**src/rtl/loopback_writer.sv**
```systemverilog
// -----------------------------------------------------------------------------
// loopback_writer
//
// Drains cache lines from an upstream loopback FIFO and issues them as write
// requests to consecutive line addresses, starting at a latched base address.
// The number of writes awaiting completion is capped at MAX_OUTSTANDING. A
// transfer ends once every issued write has completed; done then pulses for
// one cycle.
//
// Ports
//   clk             sole clock, rising edge
//   reset           synchronous, active-high
//   start           one-cycle launch pulse, honoured only when idle
//   base_addr       line address of the first write
//   num_lines       number of lines to write (0 completes immediately)
//   fifo_data       upstream FIFO head entry, valid while fifo_empty=0
//   fifo_empty      upstream FIFO empty flag
//   fifo_deq        combinational dequeue strobe, high on every issue cycle
//   wr_req_valid    registered write-request valid
//   wr_req_addr     registered write-request line address
//   wr_req_data     registered write-request payload
//   wr_almost_full  write-channel backpressure; blocks issue while high
//   wr_rsp_valid    one write completion per asserted cycle
//   busy            high whenever the controller is not idle
//   done            one-cycle completion pulse
//   lines_written   completions received in the current transfer (saturating)
// -----------------------------------------------------------------------------
module loopback_writer #(
  parameter int DATA_WIDTH      = 512,
  parameter int ADDR_WIDTH      = 42,
  parameter int MAX_OUTSTANDING = 16
) (
  input  logic                  clk,
  input  logic                  reset,
  input  logic                  start,
  input  logic [ADDR_WIDTH-1:0] base_addr,
  input  logic [31:0]           num_lines,
  input  logic [DATA_WIDTH-1:0] fifo_data,
  input  logic                  fifo_empty,
  output logic                  fifo_deq,
  output logic                  wr_req_valid,
  output logic [ADDR_WIDTH-1:0] wr_req_addr,
  output logic [DATA_WIDTH-1:0] wr_req_data,
  input  logic                  wr_almost_full,
  input  logic                  wr_rsp_valid,
  output logic                  busy,
  output logic                  done,
  output logic [31:0]           lines_written
);

  // One extra bit so the counter can hold MAX_OUTSTANDING itself.
  localparam int            CW      = $clog2(MAX_OUTSTANDING) + 1;
  localparam logic [CW-1:0] MAX_CNT = CW'(MAX_OUTSTANDING);

  typedef enum logic [1:0] {
    ST_IDLE,
    ST_RUN,
    ST_DRAIN,
    ST_DONE
  } state_e;

  state_e                  state_q, state_d;
  logic [ADDR_WIDTH-1:0]   base_q, base_d;
  logic [31:0]             num_q, num_d;
  logic [31:0]             issued_q, issued_d;
  logic [CW-1:0]           outst_q, outst_d;
  logic [31:0]             lines_q, lines_d;
  logic                    wr_valid_q;
  logic [ADDR_WIDTH-1:0]   wr_addr_q, wr_addr_d;
  logic [DATA_WIDTH-1:0]   wr_data_q, wr_data_d;
  logic                    busy_q, done_q;

  logic issue;
  logic rsp_accept;

  // Gated with reset so the upstream FIFO never loses an entry to a transfer
  // that is being abandoned in the same cycle.
  assign issue = !reset
              && (state_q == ST_RUN)
              && !fifo_empty
              && !wr_almost_full
              && (outst_q < MAX_CNT)
              && (issued_q < num_q);

  // A completion with nothing outstanding is stray (e.g. left over from a
  // transfer abandoned by reset) and is dropped.
  assign rsp_accept = wr_rsp_valid && (outst_q != '0);

  assign fifo_deq      = issue;
  assign wr_req_valid  = wr_valid_q;
  assign wr_req_addr   = wr_addr_q;
  assign wr_req_data   = wr_data_q;
  assign busy          = busy_q;
  assign done          = done_q;
  assign lines_written = lines_q;

  always_comb begin
    // NOTE: every variable assigned here gets a default first; a path that
    // leaves one unassigned would infer a latch.
    state_d   = state_q;
    base_d    = base_q;
    num_d     = num_q;
    issued_d  = issued_q;
    outst_d   = outst_q;
    lines_d   = lines_q;
    wr_addr_d = wr_addr_q;
    wr_data_d = wr_data_q;

    // Simultaneous issue and completion cancel out.
    if (issue && !rsp_accept) begin
      outst_d = outst_q + 1'b1;
    end else if (!issue && rsp_accept) begin
      outst_d = outst_q - 1'b1;
    end

    if (rsp_accept && (lines_q != '1)) begin
      lines_d = lines_q + 32'd1;
    end

    // Address wraps naturally at ADDR_WIDTH bits.
    if (issue) begin
      issued_d  = issued_q + 32'd1;
      wr_addr_d = base_q + ADDR_WIDTH'(issued_q);
      wr_data_d = fifo_data;
    end

    unique case (state_q)
      ST_IDLE: begin
        if (start) begin
          base_d   = base_addr;
          num_d    = num_lines;
          issued_d = '0;
          outst_d  = '0;
          lines_d  = '0;
          state_d  = (num_lines != 32'd0) ? ST_RUN : ST_DONE;
        end
      end
      ST_RUN: begin
        if (issue && (issued_d == num_q)) begin
          state_d = ST_DRAIN;
        end
      end
      ST_DRAIN: begin
        // Looks at the next-state count so the final completion moves us on
        // in the same cycle it arrives.
        if (outst_d == '0) begin
          state_d = ST_DONE;
        end
      end
      ST_DONE: begin
        state_d = ST_IDLE;
      end
      default: begin
        state_d = ST_IDLE;
      end
    endcase
  end

  always_ff @(posedge clk) begin
    if (reset) begin
      state_q    <= ST_IDLE;
      base_q     <= '0;
      num_q      <= '0;
      issued_q   <= '0;
      outst_q    <= '0;
      lines_q    <= '0;
      wr_valid_q <= 1'b0;
      wr_addr_q  <= '0;
      wr_data_q  <= '0;
      busy_q     <= 1'b0;
      done_q     <= 1'b0;
    end else begin
      // NOTE: non-blocking assignments so every register samples the values
      // from before this edge, independent of statement order.
      state_q    <= state_d;
      base_q     <= base_d;
      num_q      <= num_d;
      issued_q   <= issued_d;
      outst_q    <= outst_d;
      lines_q    <= lines_d;
      wr_valid_q <= issue;
      wr_addr_q  <= wr_addr_d;
      wr_data_q  <= wr_data_d;
      busy_q     <= (state_d != ST_IDLE);
      done_q     <= (state_d == ST_DONE);
    end
  end

endmodule

```
**config.mk**
```make
export PLATFORM = sky130hd
export DESIGN_NAME = loopback_writer
export DESIGN_NICKNAME = d
export VERILOG_FILES = /design/src/rtl/loopback_writer.sv
export SDC_FILE = /design/constraint.sdc
export NUM_CORES = 2
export LEC_CHECK = 0
export ABC_CLOCK_PERIOD_IN_PS = 11100
export CORE_AREA = 2 2 464 466
export CTS_CLUSTER_SIZE = 16
export DETAILED_ROUTE_END_ITERATION = 8
export DIE_AREA = 0 0 466 468
export MAX_ROUTING_LAYER = met4
export PLACE_DENSITY = 0.32
export SLEW_MARGIN = 20
export SYNTH_ARGS = -nofsm -noshare
export SYNTH_HDL_FRONTEND = slang
export SYNTH_SLANG_ARGS = --single-unit
```
**constraint.sdc**
```tcl
create_clock -name clk -period 11.1 [get_ports clk]
set_clock_uncertainty 0.15 [all_clocks]
set_input_delay 1.665 -clock clk [delete_from_list [all_inputs] [get_ports clk]]
set_output_delay 1.665 -clock clk [all_outputs]
set_load 0.05 [all_outputs]
```
==> Yosys cells after proc, flatten, opt, wreduce, memory -nomap -nowiden <==
Index checks and enable logic that the tools add are counted.
{ "totals": {"regBits": 702, "in_bits": 592, "output_inout_bits": 590} }
{ "op_classes": {"add_sub_neg": 5, "order_cmp": 2, "n_eq_ne": 6, "muxes": 15, "n_reduce_logical": 21} }
{ "op_table": {"columns": ["cell", "count"], "rows": [
  ["$mux W32", 6],
  ["$add A32 B1 Y32 const B", 2],
  ["$add A42 B32 Y42", 1],
  ["$eq A32 B32 Y1", 1],
  ["$lt A32 B32 Y1", 1],
  ["$ne A32 B32 Y1 const B", 1],
  ["$reduce_bool A32 Y1", 1],
  ["$mux W5", 4],
  ["$logic_and A1 B1 Y1", 10],
  ["$mux W2", 4],
  ["$pmux W2 S4", 1],
  ["$eq A2 B2 Y1 const B", 3],
  ["$add A5 B1 Y5 const B", 1],
  ["$logic_not A1 Y1", 5],
  ["$logic_not A5 Y1", 1],
  ["$lt A5 B5 Y1 const B", 1],
  ["$reduce_bool A5 Y1", 1],
  ["$sub A5 B1 Y5 const B", 1],
  ["$eq A2 B1 Y1 const B", 1],
  ["$logic_not A2 Y1", 1],
  ["$reduce_and A2 Y1", 1],
  ["$reduce_bool A2 Y1", 1]
]} }

==> Depth between registers and ports, before layout <==
{ "depth": {"word_depth": 14, "ltp_mapped": 14, "ltp_nobuf": 13} }

==> Worst setup path before layout <==
OpenSTA, ideal clock, no wires.
{ "synth_timing": {"kind": "input to output", "startpoint": "in fifo_empty", "endpoint": "out fifo_deq", "t_arrival_ns": 3.740, "required_ns": 9.285, "slack_ns": 5.545, "stages": 7, "path_cell_list": "nor4b_4 -> nand2_1 -> nand3b_1 -> or2_2 -> inv_1 -> clkbuf_1 -> buf_1"} }
{ "synth_via": {"elab_chain_len": 5} }
{ "synth_rtl": {"columns": ["element", "line", "rtl"], "rows": [
  ["start, declared", "39", "input logic fifo_empty,"],
  ["$logic_not A1 Y1", "80", "&& !fifo_empty"],
  ["$logic_and A1 B1 Y1", "80", null],
  ["$logic_and A1 B1 Y1", "81", "&& !wr_almost_full"],
  ["$logic_and A1 B1 Y1", "82", "&& (outst_q < MAX_CNT)"],
  ["$logic_and A1 B1 Y1", "83", "&& (issued_q < num_q);"],
  ["end, declared", "40", "output logic fifo_deq,"]
]} }
No other way between the ends.

==> Final worst setup path <==
Same ends and word-level chain as after synthesis.

==> results by group <==
Run status
  • Status: finished, violations left
  • Failing checks: design-rule violations

Timing
  • Maximum clock rate: 0.144 GHz
  • Max-slew headroom: 22.9%
  • Hold_ws: 0.303 ns
  • Final Setup Violations: 0
  • Worst slew pin tran: 1.16 ns
  • Min cycle time layout: 6.94 ns
  • Final hold violation count: 0
  • RSZ-0062 raised after global routing: no
  • Fin crit share: 62.5%
  • Setup_tns: 0 ns
  • Slew Limit Fails: 0

Die
  • Die ar.: 218000 um2
  • Row count: 170
  • Core area: 213000 um2
  • Starting Density: 13.2%
  • Die Span X: roughly 470 um
  • IO Pins: 1182
  • Die height: 468 um

Drt
  • Detailed Routing Iterations Pass 1: 7
  • Vias: 29873
  • Routed vias/inst: 3.88
  • Iter 0 DRT Violations: 1641
  • Final ANT Viol Nets: 0
  • WL per Instance: ~25 um
  • DRC viols: 2
  • Final WL: approximately 190000 um

GRT
  • Pin count of the biggest net entering global routing: 201
  • Vias in the first global route: 29369
  • Initial antenna violation count: between 100 and 150
  • GRT Util Overall: 17.4%
  • First-pass GRT wire length: 256000 um
  • GRT Residual Overflow: 0

Setup path
  • Critical path's largest stage delay: approximately 0.93 ns
  • Cells along the critical path: clkdlybuf4s50_1 > nor4b_4 > nand2_1 > nand3b_1 > or2_4 > inv_8 > clkdlybuf4s50_1
  • Crit path buffers/inverters: 3
  • Crit path max fanout: 79
  • FF-to-FF setup slack: 5.64 ns
  • CP Capture Type: primary output
  • CP Data Required Time: 9.29 ns
  • Crit path max-delay family: buffers and inverters
  • Setup CP Type: in2out
  • CP Data Arrival Time: 5.12 ns
  • Worst setup SP type: input pin
  • Most frequent CP cell: clkdlybuf4s50_1
  • Slowest CP cell: clkdlybuf4s50_1

Clocking
  • # hold bufs at CTS: 0
  • Post CTS Setup Buffer Count: 0
  • H-tree lvl count: 3
  • Total CTS buffers: 99
  • Worst-case clock buffer depth: 3
  • CTS Root Buffer Type: clkbuf_16
  • CTS tree: yes
  • CTS clk-pin slew, worst paths: 0.06 ns
  • Clk Latency, worst-skew pair: 0.74 ns
  • Clock sinks: 702
  • Post_cts resized: 0

Finish
  • Layout cell share with drive strength beyond 1: roughly 4.3%
  • Area growth from synthesis to layout: 64.7%
  • Fillers: 23676
  • Nets@finish: 5363
  • Post-route core utilization: a little over a fifth
  • Final Cell Area: 46500 um2

Placed design
  • Post-DP HPWL: 152000 um
  • RePlAce Congestion: roughly 0.86
  • DP Area: approximately 43000 um2
  • PortBufs: 1181

Logic synthesis
  • Net Count, Synth: 4287
  • Synthesized area per cell: a little under 8 um2
  • EDFF count, synth: 0
  • Synth cell types: 71
  • Seq/Total Area, Yosys: between 40% and 50%
  • Syn Inst Count: ~3600
  • Post-synthesis cell area: between 20000 and 30000 um2
  • Top FF cell, synth: dfxtp_1
  • Ys Warns: 0
  • Seq cells post-synth: 702
  • Ys async rst share: 0%

Pwr
  • Pwr per Cell Area: approximately 140 nW/um2
  • Tot Pwr: 6.70 mW
  • Leak: around 15 nW
  • Peak supply drop: 0.000114 V

Hold path
  • Worst min-delay path category: reg2reg

Run
  • Max cap viols: 0
[where the power goes]
part           internal (mW)  switching [mW]  total [mW]
registers               2.57          0.0492        2.62
logic                  0.324           0.421       0.744
clock network           1.95            1.38        3.33
[final timing paths]
check / depth (start not counted) / to / startpoint
setup / recovery: 7 / fifo_deq / fifo_empty
hold / removal: 2 / wr_req_data[0] / wr_req_data[0]
setup reg to reg: 11 / wr_req_data[278] / issued_q[28]
hold reg to reg: 2 / wr_req_data[0] / wr_req_data[0]
[cell families after synthesis]
| kind of cell | share of synthesized area [%] |
|---|---|
| AOI/OAI and AO/OA | 16.1 |
| xor gates and xnor gates | 3.38 |
| adders and majority gates | 3.04 |
| buffers and inverters | 3.93 |
| DFF | 49.7 |
| muxes | 0.0709 |
| and+or+nand+nor | 23.7 |
[cell usage in the layout, fill, tap and decap left out, types with 20 or more instances in the layout]
cell	instances
nand4_1	36
o21ai_0	44
diode_2	77
clkbuf_8	25
nor4_1	21
nor3_1	36
a21o_1	20
a211oi_1	21
clkbuf_16	99
a21oi_1	669
clkbuf_1	26
nand2_1	1286
inv_1	57
xor2_1	36
nor2_1	102
buf_4	26
dfxtp_1	702
nand3_1	38
xnor2_1	66
ha_1	67
clkdlybuf4s50_1	1180
[Yosys cell counts (3+ instances only)]
| master | instances | share of area, % |
|---|---|---|
| nand2_1 | 1287 | 17 |
| and2_1 | 6 | 0.13 |
| nor4_1 | 21 | 0.47 |
| xnor2_1 | 66 | 2.0 |
| o21bai_1 | 5 | 0.13 |
| and3_1 | 17 | 0.38 |
| nor3_1 | 36 | 0.64 |
| a31oi_1 | 8 | 0.18 |
| and4_1 | 13 | 0.40 |
| o21ai_0 | 44 | 0.78 |
| or2_2 | 5 | 0.11 |
| inv_1 | 58 | 0.77 |
| nor2b_1 | 13 | 0.29 |
| buf_2 | 4 | 0.071 |
| o31ai_1 | 4 | 0.11 |
| nand3b_1 | 8 | 0.21 |
| o32ai_1 | 3 | 0.093 |
| nor2_1 | 102 | 1.4 |
| clkbuf_1 | 224 | 3.0 |
| nand3_1 | 38 | 0.67 |
| a211oi_1 | 21 | 0.56 |
| a41oi_1 | 4 | 0.12 |
| o2111ai_1 | 3 | 0.093 |
| or3_1 | 17 | 0.38 |
| nand4_1 | 36 | 0.80 |
| a2111oi_0 | 7 | 0.22 |
| a21bo_2 | 3 | 0.11 |
| a21oi_1 | 669 | 12 |
| a221oi_1 | 3 | 0.093 |
| nand2b_1 | 8 | 0.18 |
| o21a_1 | 9 | 0.24 |
| or4_1 | 5 | 0.13 |
| ha_1 | 67 | 3.0 |
| a311oi_1 | 7 | 0.22 |
| a21o_1 | 20 | 0.53 |
| buf_1 | 5 | 0.066 |
| dfxtp_1 | 702 | 50 |
| xor2_1 | 36 | 1.1 |
| o221ai_1 | 3 | 0.093 |
[registers in the layout (all words and copies together) (netlist names), 2 cells and up]
| name | cells |
|---|---|
| num_q | 32 |
| lines_written | 32 |
| base_q | 42 |
| wr_req_addr | 42 |
| outst_q | 5 |
| issued_q | 32 |
| wr_req_data | 512 |
| state_q | 2 |
[worst reg2reg max path, stage by stage (launching register included)]
cell and delay [ns]:
dfxtp_1 0.68, ha_1 0.35, nand4_1 0.18, nor3_1 0.11, a221oi_1 0.56, nand3b_1 0.30
or2_4 0.42, inv_8 0.43, buf_12 0.73, buf_4 1.11, nand2_1 0.22, a21oi_1 0.15
[layer usage]
metal	GRT usage [%]	up-vias	part of all wire (%)
li1	-	14408	-
met2	27.2	977	46
met1	20.5	14238	42
met5	-	-	0
met4	5.49	0	2.8
met3	6.72	250	9.0
[layout make-up]
cell class,count,area [um2],share of cell area [%]
clock inverter,25,393,0.844
clock buffer,150,2920,6.27
sequential,702,14100,30.2
tap,2838,3550,7.63
multi-input combinational,2632,13100,28.2
timing repair buffer,1210,12100,26.0
antenna,77,193,0.414
inverter,58,225,0.484
[metrics by stage]
stage / setup slack, ns / cells
3_3_place_gp: 4.14 / 7440
3_5_place_dp: 4.12 / 7440
4_1_cts: 4.11 / 7615
6_report: 4.16 / 7692
2_1_floorplan: 5.54 / 3627
5_1_grt: 3.97 / 7685
Power figures use the tool's default switching activity.
